[config.mk]
export PLATFORM = sky130hd
export DESIGN_NAME = ksa_shuffle_engine
export DESIGN_NICKNAME = d
export VERILOG_FILES = /design/src/rtl/ksa_shuffle_engine.sv
export SDC_FILE = /design/constraint.sdc
export NUM_CORES = 1
export LEC_CHECK = 0
export ABC_AREA = 1
export CAP_MARGIN = 20
export CORE_ASPECT_RATIO = 1.1
export CORE_MARGIN = 4
export CORE_UTILIZATION = 40
export CTS_BUF_LIST = sky130_fd_sc_hd__clkbuf_2
export DETAILED_ROUTE_END_ITERATION = 8
export GPL_ROUTABILITY_DRIVEN = 0
export PLACE_DENSITY = 0.66
export RECOVER_POWER = 50
export SLEW_MARGIN = 5
export SYNTH_ARGS = -nofsm -noshare
export SYNTH_HDL_FRONTEND = slang
export SYNTH_SLANG_ARGS = --single-unit
[constraint.sdc]
create_clock -name clk -period 4.65 [get_ports clk]
set_input_delay 0.465 -clock clk [delete_from_list [all_inputs] [get_ports clk]]
set_output_delay 0.465 -clock clk [all_outputs]
set_load 0.01 [all_outputs]
[src/rtl/ksa_shuffle_engine.sv]
`timescale 1ns / 1ps
// RC4 key-scheduling engine: optional identity fill of S, then the full i/j/key
// shuffle over a single-port S-RAM, sequenced internally from one start pulse.
module ksa_shuffle_engine #(
  parameter int unsigned ADDR_W  = 8,
  parameter int unsigned KEY_LEN = 3,
  parameter int unsigned RD_LAT  = 1
) (
  input  logic                      clk,
  input  logic                      reset,
  input  logic                      start,
  input  logic                      init_en,
  input  logic [KEY_LEN*ADDR_W-1:0] key,
  output logic                      busy,
  output logic                      done,
  output logic [ADDR_W-1:0]         mem_addr,
  output logic [ADDR_W-1:0]         mem_wdata,
  output logic                      mem_wren,
  input  logic [ADDR_W-1:0]         mem_rdata
);

  localparam int unsigned KeyW  = (KEY_LEN > 1) ? $clog2(KEY_LEN) : 1;
  localparam int unsigned WaitW = $clog2(RD_LAT + 2);

  localparam logic [ADDR_W-1:0] LastIdx  = '1;
  localparam logic [KeyW-1:0]   LastKey  = KeyW'(KEY_LEN - 1);
  localparam logic [WaitW-1:0]  LastWait = WaitW'(RD_LAT);

  typedef enum logic [2:0] {
    StIdle,
    StInitWr,
    StRdSi,
    StCalcJ,
    StRdSj,
    StWrSi,
    StWrSj,
    StDone
  } state_e;

  state_e             state_q, state_d;
  logic [ADDR_W-1:0]  i_q, i_d;
  logic [ADDR_W-1:0]  j_q, j_d;
  logic [KeyW-1:0]    k_q, k_d;
  logic [ADDR_W-1:0]  si_q, si_d;
  logic [ADDR_W-1:0]  sj_q, sj_d;
  logic [WaitW-1:0]   rd_cnt_q, rd_cnt_d;
  logic [ADDR_W-1:0]  key_sel;

  // key[0] occupies the most significant slice of the packed key vector.
  always_comb begin
    key_sel = '0;
    for (int unsigned e = 0; e < KEY_LEN; e++) begin
      if (k_q == KeyW'(e)) begin
        key_sel = key[(KEY_LEN-1-e)*ADDR_W +: ADDR_W];
      end
    end
  end

  always_ff @(posedge clk or negedge reset) begin
    if (!reset) begin
      state_q  <= StIdle;
      i_q      <= '0;
      j_q      <= '0;
      k_q      <= '0;
      si_q     <= '0;
      sj_q     <= '0;
      rd_cnt_q <= '0;
    end else begin
      state_q  <= state_d;
      i_q      <= i_d;
      j_q      <= j_d;
      k_q      <= k_d;
      si_q     <= si_d;
      sj_q     <= sj_d;
      rd_cnt_q <= rd_cnt_d;
    end
  end

  always_comb begin
    state_d  = state_q;
    i_d      = i_q;
    j_d      = j_q;
    k_d      = k_q;
    si_d     = si_q;
    sj_d     = sj_q;
    rd_cnt_d = rd_cnt_q;
    case (state_q)
      StIdle: begin
        if (start) begin
          i_d      = '0;
          j_d      = '0;
          k_d      = '0;
          rd_cnt_d = '0;
          state_d  = init_en ? StInitWr : StRdSi;
        end
      end
      StInitWr: begin
        // i wraps back to 0 on the last address, ready for the shuffle.
        i_d = i_q + 1'b1;
        if (i_q == LastIdx) begin
          state_d = StRdSi;
        end
      end
      StRdSi: begin
        if (rd_cnt_q == LastWait) begin
          si_d     = mem_rdata;
          rd_cnt_d = '0;
          state_d  = StCalcJ;
        end else begin
          rd_cnt_d = rd_cnt_q + 1'b1;
        end
      end
      StCalcJ: begin
        j_d     = j_q + si_q + key_sel;
        state_d = StRdSj;
      end
      StRdSj: begin
        if (rd_cnt_q == LastWait) begin
          sj_d     = mem_rdata;
          rd_cnt_d = '0;
          state_d  = StWrSi;
        end else begin
          rd_cnt_d = rd_cnt_q + 1'b1;
        end
      end
      StWrSi: begin
        state_d = StWrSj;
      end
      StWrSj: begin
        k_d = (k_q == LastKey) ? '0 : k_q + 1'b1;
        if (i_q == LastIdx) begin
          state_d = StDone;
        end else begin
          i_d     = i_q + 1'b1;
          state_d = StRdSi;
        end
      end
      StDone: begin
        state_d = StIdle;
      end
      default: begin
        state_d = StIdle;
      end
    endcase
  end

  always_comb begin
    busy      = (state_q != StIdle);
    done      = (state_q == StDone);
    mem_addr  = '0;
    mem_wdata = '0;
    mem_wren  = 1'b0;
    case (state_q)
      StInitWr: begin
        mem_addr  = i_q;
        mem_wdata = i_q;
        mem_wren  = 1'b1;
      end
      StRdSi: begin
        mem_addr = i_q;
      end
      StRdSj: begin
        mem_addr = j_q;
      end
      // When i == j the two writes carry the same value, so the swap is a no-op.
      StWrSi: begin
        mem_addr  = i_q;
        mem_wdata = sj_q;
        mem_wren  = 1'b1;
      end
      StWrSj: begin
        mem_addr  = j_q;
        mem_wdata = si_q;
        mem_wren  = 1'b1;
      end
      default: begin
        mem_addr  = '0;
        mem_wdata = '0;
        mem_wren  = 1'b0;
      end
    endcase
  end

endmodule

==> metrics.md <==
| Metric | Value |
|---|---|
| Top_reg_cell synth | `dfrtp_1` |
| Seq/Total Area, Yosys | `approximately two fifths` |
| Number of global-route vias before repair | `between 2000 and 2500` |
| Setup repair bufs after CTS | `0` |
| Pins over their slew limit | `40` |
| CTS sink cnt | `39` |
| Cells resized by post-CTS repair | `0` |
| Period utilisation layout | `between 60% and 70%` |
| Synth area leaders | `dfrtp_1, nand2_1, inv_1, fa_1, o21ai_0` |
| # DRC | `0` |
| Library cells used by synthesis | `31` |
| Hold Crit Endpoint | `rd_cnt_q[1]` |
| # rows | `30` |
| DRT iter0 DRCs | `133` |
| Hold path depth | `2` |
| Final setup TNS | `0 ps` |
| Leakage | `between 0.0015 and 0.002 uW` |
| Clock Power Share | `19.3%` |
| Async SR Flop Fraction | `100.0%` |
| Status | `complete, but fails checks` |
| Crit end category | `output pin` |
| Failing checks | `capacitance limit, slew limit` |
| Worst EP arrival | `2540 ps` |
| NumNets Final | `~460` |
| Top Ports | `55` |
| Number of antenna diodes | `0` |
| Largest net degree at the start of global routing | `40` |
| Syn_area_per_cell | `around 7.4 sq um` |
| Initial antenna violation count | `0` |
| Netlist Area Pre-Place | `about 2600 sq um` |
| CTS root buffer | `clkbuf_2` |
| Logic gate share of total power | `about two fifths` |
| Initial core utilization | `41.35%` |
| Hold-fix buffers, CTS | `0` |
| Core Box Area | `6193 sq um` |
| CTS tree | `yes` |
| Area leader, netlist | `dfrtp_1` |
| Die width | `approximately 84 microns` |
| GR Overflow Total | `0` |
| Per-cell routed wire length | `between 10 and 15 microns` |
| CP Class | `reg2out` |
| Detailed Place HPWL | `a little over 5 mm` |
| R2r startpoint | `k_q[0]` |
| Worst Path Required | `4180 ps` |
| Maxcap violations | `1` |
| Commonest non-fill, non-tap cell in the layout | `nand2_1` |
| H-tree Lvls | `2` |
| Pre-antenna DRT Iters | `4` |
| CTS Buffer Depth | `2` |
| Post-Synthesis Cells | `347` |
| Syn nets | `between 300 and 400` |
| Fill cell count | `approximately 630` |
| Worst R2R Setup Slack | `slightly below 2000 ps` |
| Register-to-Register Path Depth | `12` |
| Internal Power | `about 650 uW` |
| Synthesis-to-finish area growth | `26.23%` |
| Layout Skew | `around 17 ps` |
| Setup slack after layout | `approximately 1600 ps` |
| Routed vias | `between 2000 and 2500` |
| Relative slew slack | `-43.40%` |
| Ys Warns | `0` |
| CP Max Fanout | `8` |
| Die height | `approximately 92 microns` |
| Max VDD drop | `approximately 140 uV` |
| Number of port buffers | `54` |
| Post-synth top area share | `38.10%` |
| Clock transition at path regs | `~190 ps` |
| Total track usage | `between 10% and 20%` |
| Post-synth EDFFs | `0` |
| R2r endpoint | `j_q[7]` |
| Most frequent cells in the layout | `nand2_1, inv_1, clkdlybuf4s50_1, dfrtp_1, o21ai_0` |
| RSZ-0062 raised after global routing | `false` |
| Final min period | `between 3000 and 4000 ps` |
| Flip-flop and latch count after synthesis | `39` |
| Hold Fails Final Rpt | `0` |
| Power Density | `about 320 nW/um^2` |
| Min-Delay Path Class | `reg2reg` |
| Place WS | `approximately 1900 ps` |
| Fmax | `332.7 MHz` |
| Kind of start point of the critical path | `register` |
| Ratio of cells with drive above 1 in the final layout | `3.695%` |
| Final setup vio count | `0` |
| Final wirelength | `approximately 6.5 mm` |
| Switching share of power | `between 30% and 40%` |
| CTS Buf Count | `5` |
| Worst-Margin Slew | `2151 ps` |
| Flop pwr share | `approximately two fifths` |
| Psw | `between 300 and 400 uW` |
| Global-route wire length before repair | `about 11 mm` |
| Vias per Instance | `a little over 5` |
| Post-DRT Antenna Nets | `0` |
| Hold Crit Start | `rd_cnt_q[1]` |
| Die ar. | `just under 8000 sq um` |
| Skew-Pair Late Insertion Delay | `roughly 380 ps` |
==> synthesized netlist by cell type (2+ instances only) <==
cell type	instances
dfrtp_1	39
nand3_1	27
inv_1	53
o221ai_1	2
o21ai_0	32
ha_1	7
fa_1	8
o22ai_1	12
nor3_1	3
nand2_4	2
nand2_1	109
o211ai_1	7
o21ai_1	3
nand4_1	2
inv_2	2
nor2_1	20
a21oi_1	5
==> per-layer routing <==
metal	global-route usage, %	share of wire (%)
met1	24.70	47
met2	29.14	46
met3	3.504	4.6
met4	4.692	1.4
met5	0	0
==> area by class of cell <==
cell class	count	area [sq um]	area share, %
sequential	39	975.9	30.19
tap	80	100.1	3.096
clock inverter	3	38.79	1.200
inverter	56	215.2	6.656
multi-input combinational	249	1344	41.56
timing repair buffer	54	534.3	16.52
clock buffer	5	25.02	0.7740
==> sequential cells by signal, summed over array words and instances, names as in the netlist <==
| register | flops |
|---|---|
| state_q | 3 |
| si_q | 8 |
| k_q | 2 |
| j_q | 8 |
| rd_cnt_q | 2 |
| i_q | 8 |
| sj_q | 8 |
==> power groups by stage <==
stage          Clock, uW  Combinational [uW]  Sequential (uW)
2_1_floorplan          0                 299              415
3_5_place_dp           0                 412              423
3_3_place_gp           0                 407              422
6_report             198                 414              416
5_1_grt              216                 479              423
4_1_cts              208                 417              416
==> worst max-delay path: stages (launching register included) <==
cell	delay [ps]
dfrtp_1	530
inv_1	170
nor2_1	110
inv_1	60
nor2_1	480
nand2_1	120
o221ai_1	110
clkdlybuf4s50_1	580
==> stage by stage <==
step                      hold WS [ps]  total power, uW  instance area (sq um)  utilization, %  instances
final                            506.2             1027                   3233           52.20        486
after global routing             531.9             1118                   3233           52.20        486
after CTS                        180.6             1041                   3241           52.32        486
after detailed placement         475.2            835.3                   3177           51.29        478
after global placement           469.0            829.2                   3177           51.29        478
after floorplan                  169.4            713.8                   2561               -        347
==> kinds of logic (layout without fill, tap and decap cells) <==
kind of cell	count (synthesis)	after routing	synth area share, %
and+or+nand+nor	168	168	27.99
AOI/OAI and AO/OA	65	65	14.70
buffers and inverters	59	118	9.184
DFF	39	39	38.10
adders and majority gates	15	15	9.672
xor gates and xnor gates	1	1	0.3420
==> how the worst max path moves through the flow <==
stage                     slack, ps      endpoint  depth (start not counted)  startpoint
after floorplan                2300        j_q[7]                         14      k_q[1]
after global placement         1900        j_q[7]                         13     key[17]
after detailed placement       1870        j_q[7]                         13      key[9]
after CTS                      1640  mem_wdata[6]                          7  state_q[2]
after global routing           1310  mem_wdata[0]                          7  state_q[2]
final                          1640  mem_wdata[6]                          7  state_q[2]
Power figures use the tool's default switching activity.
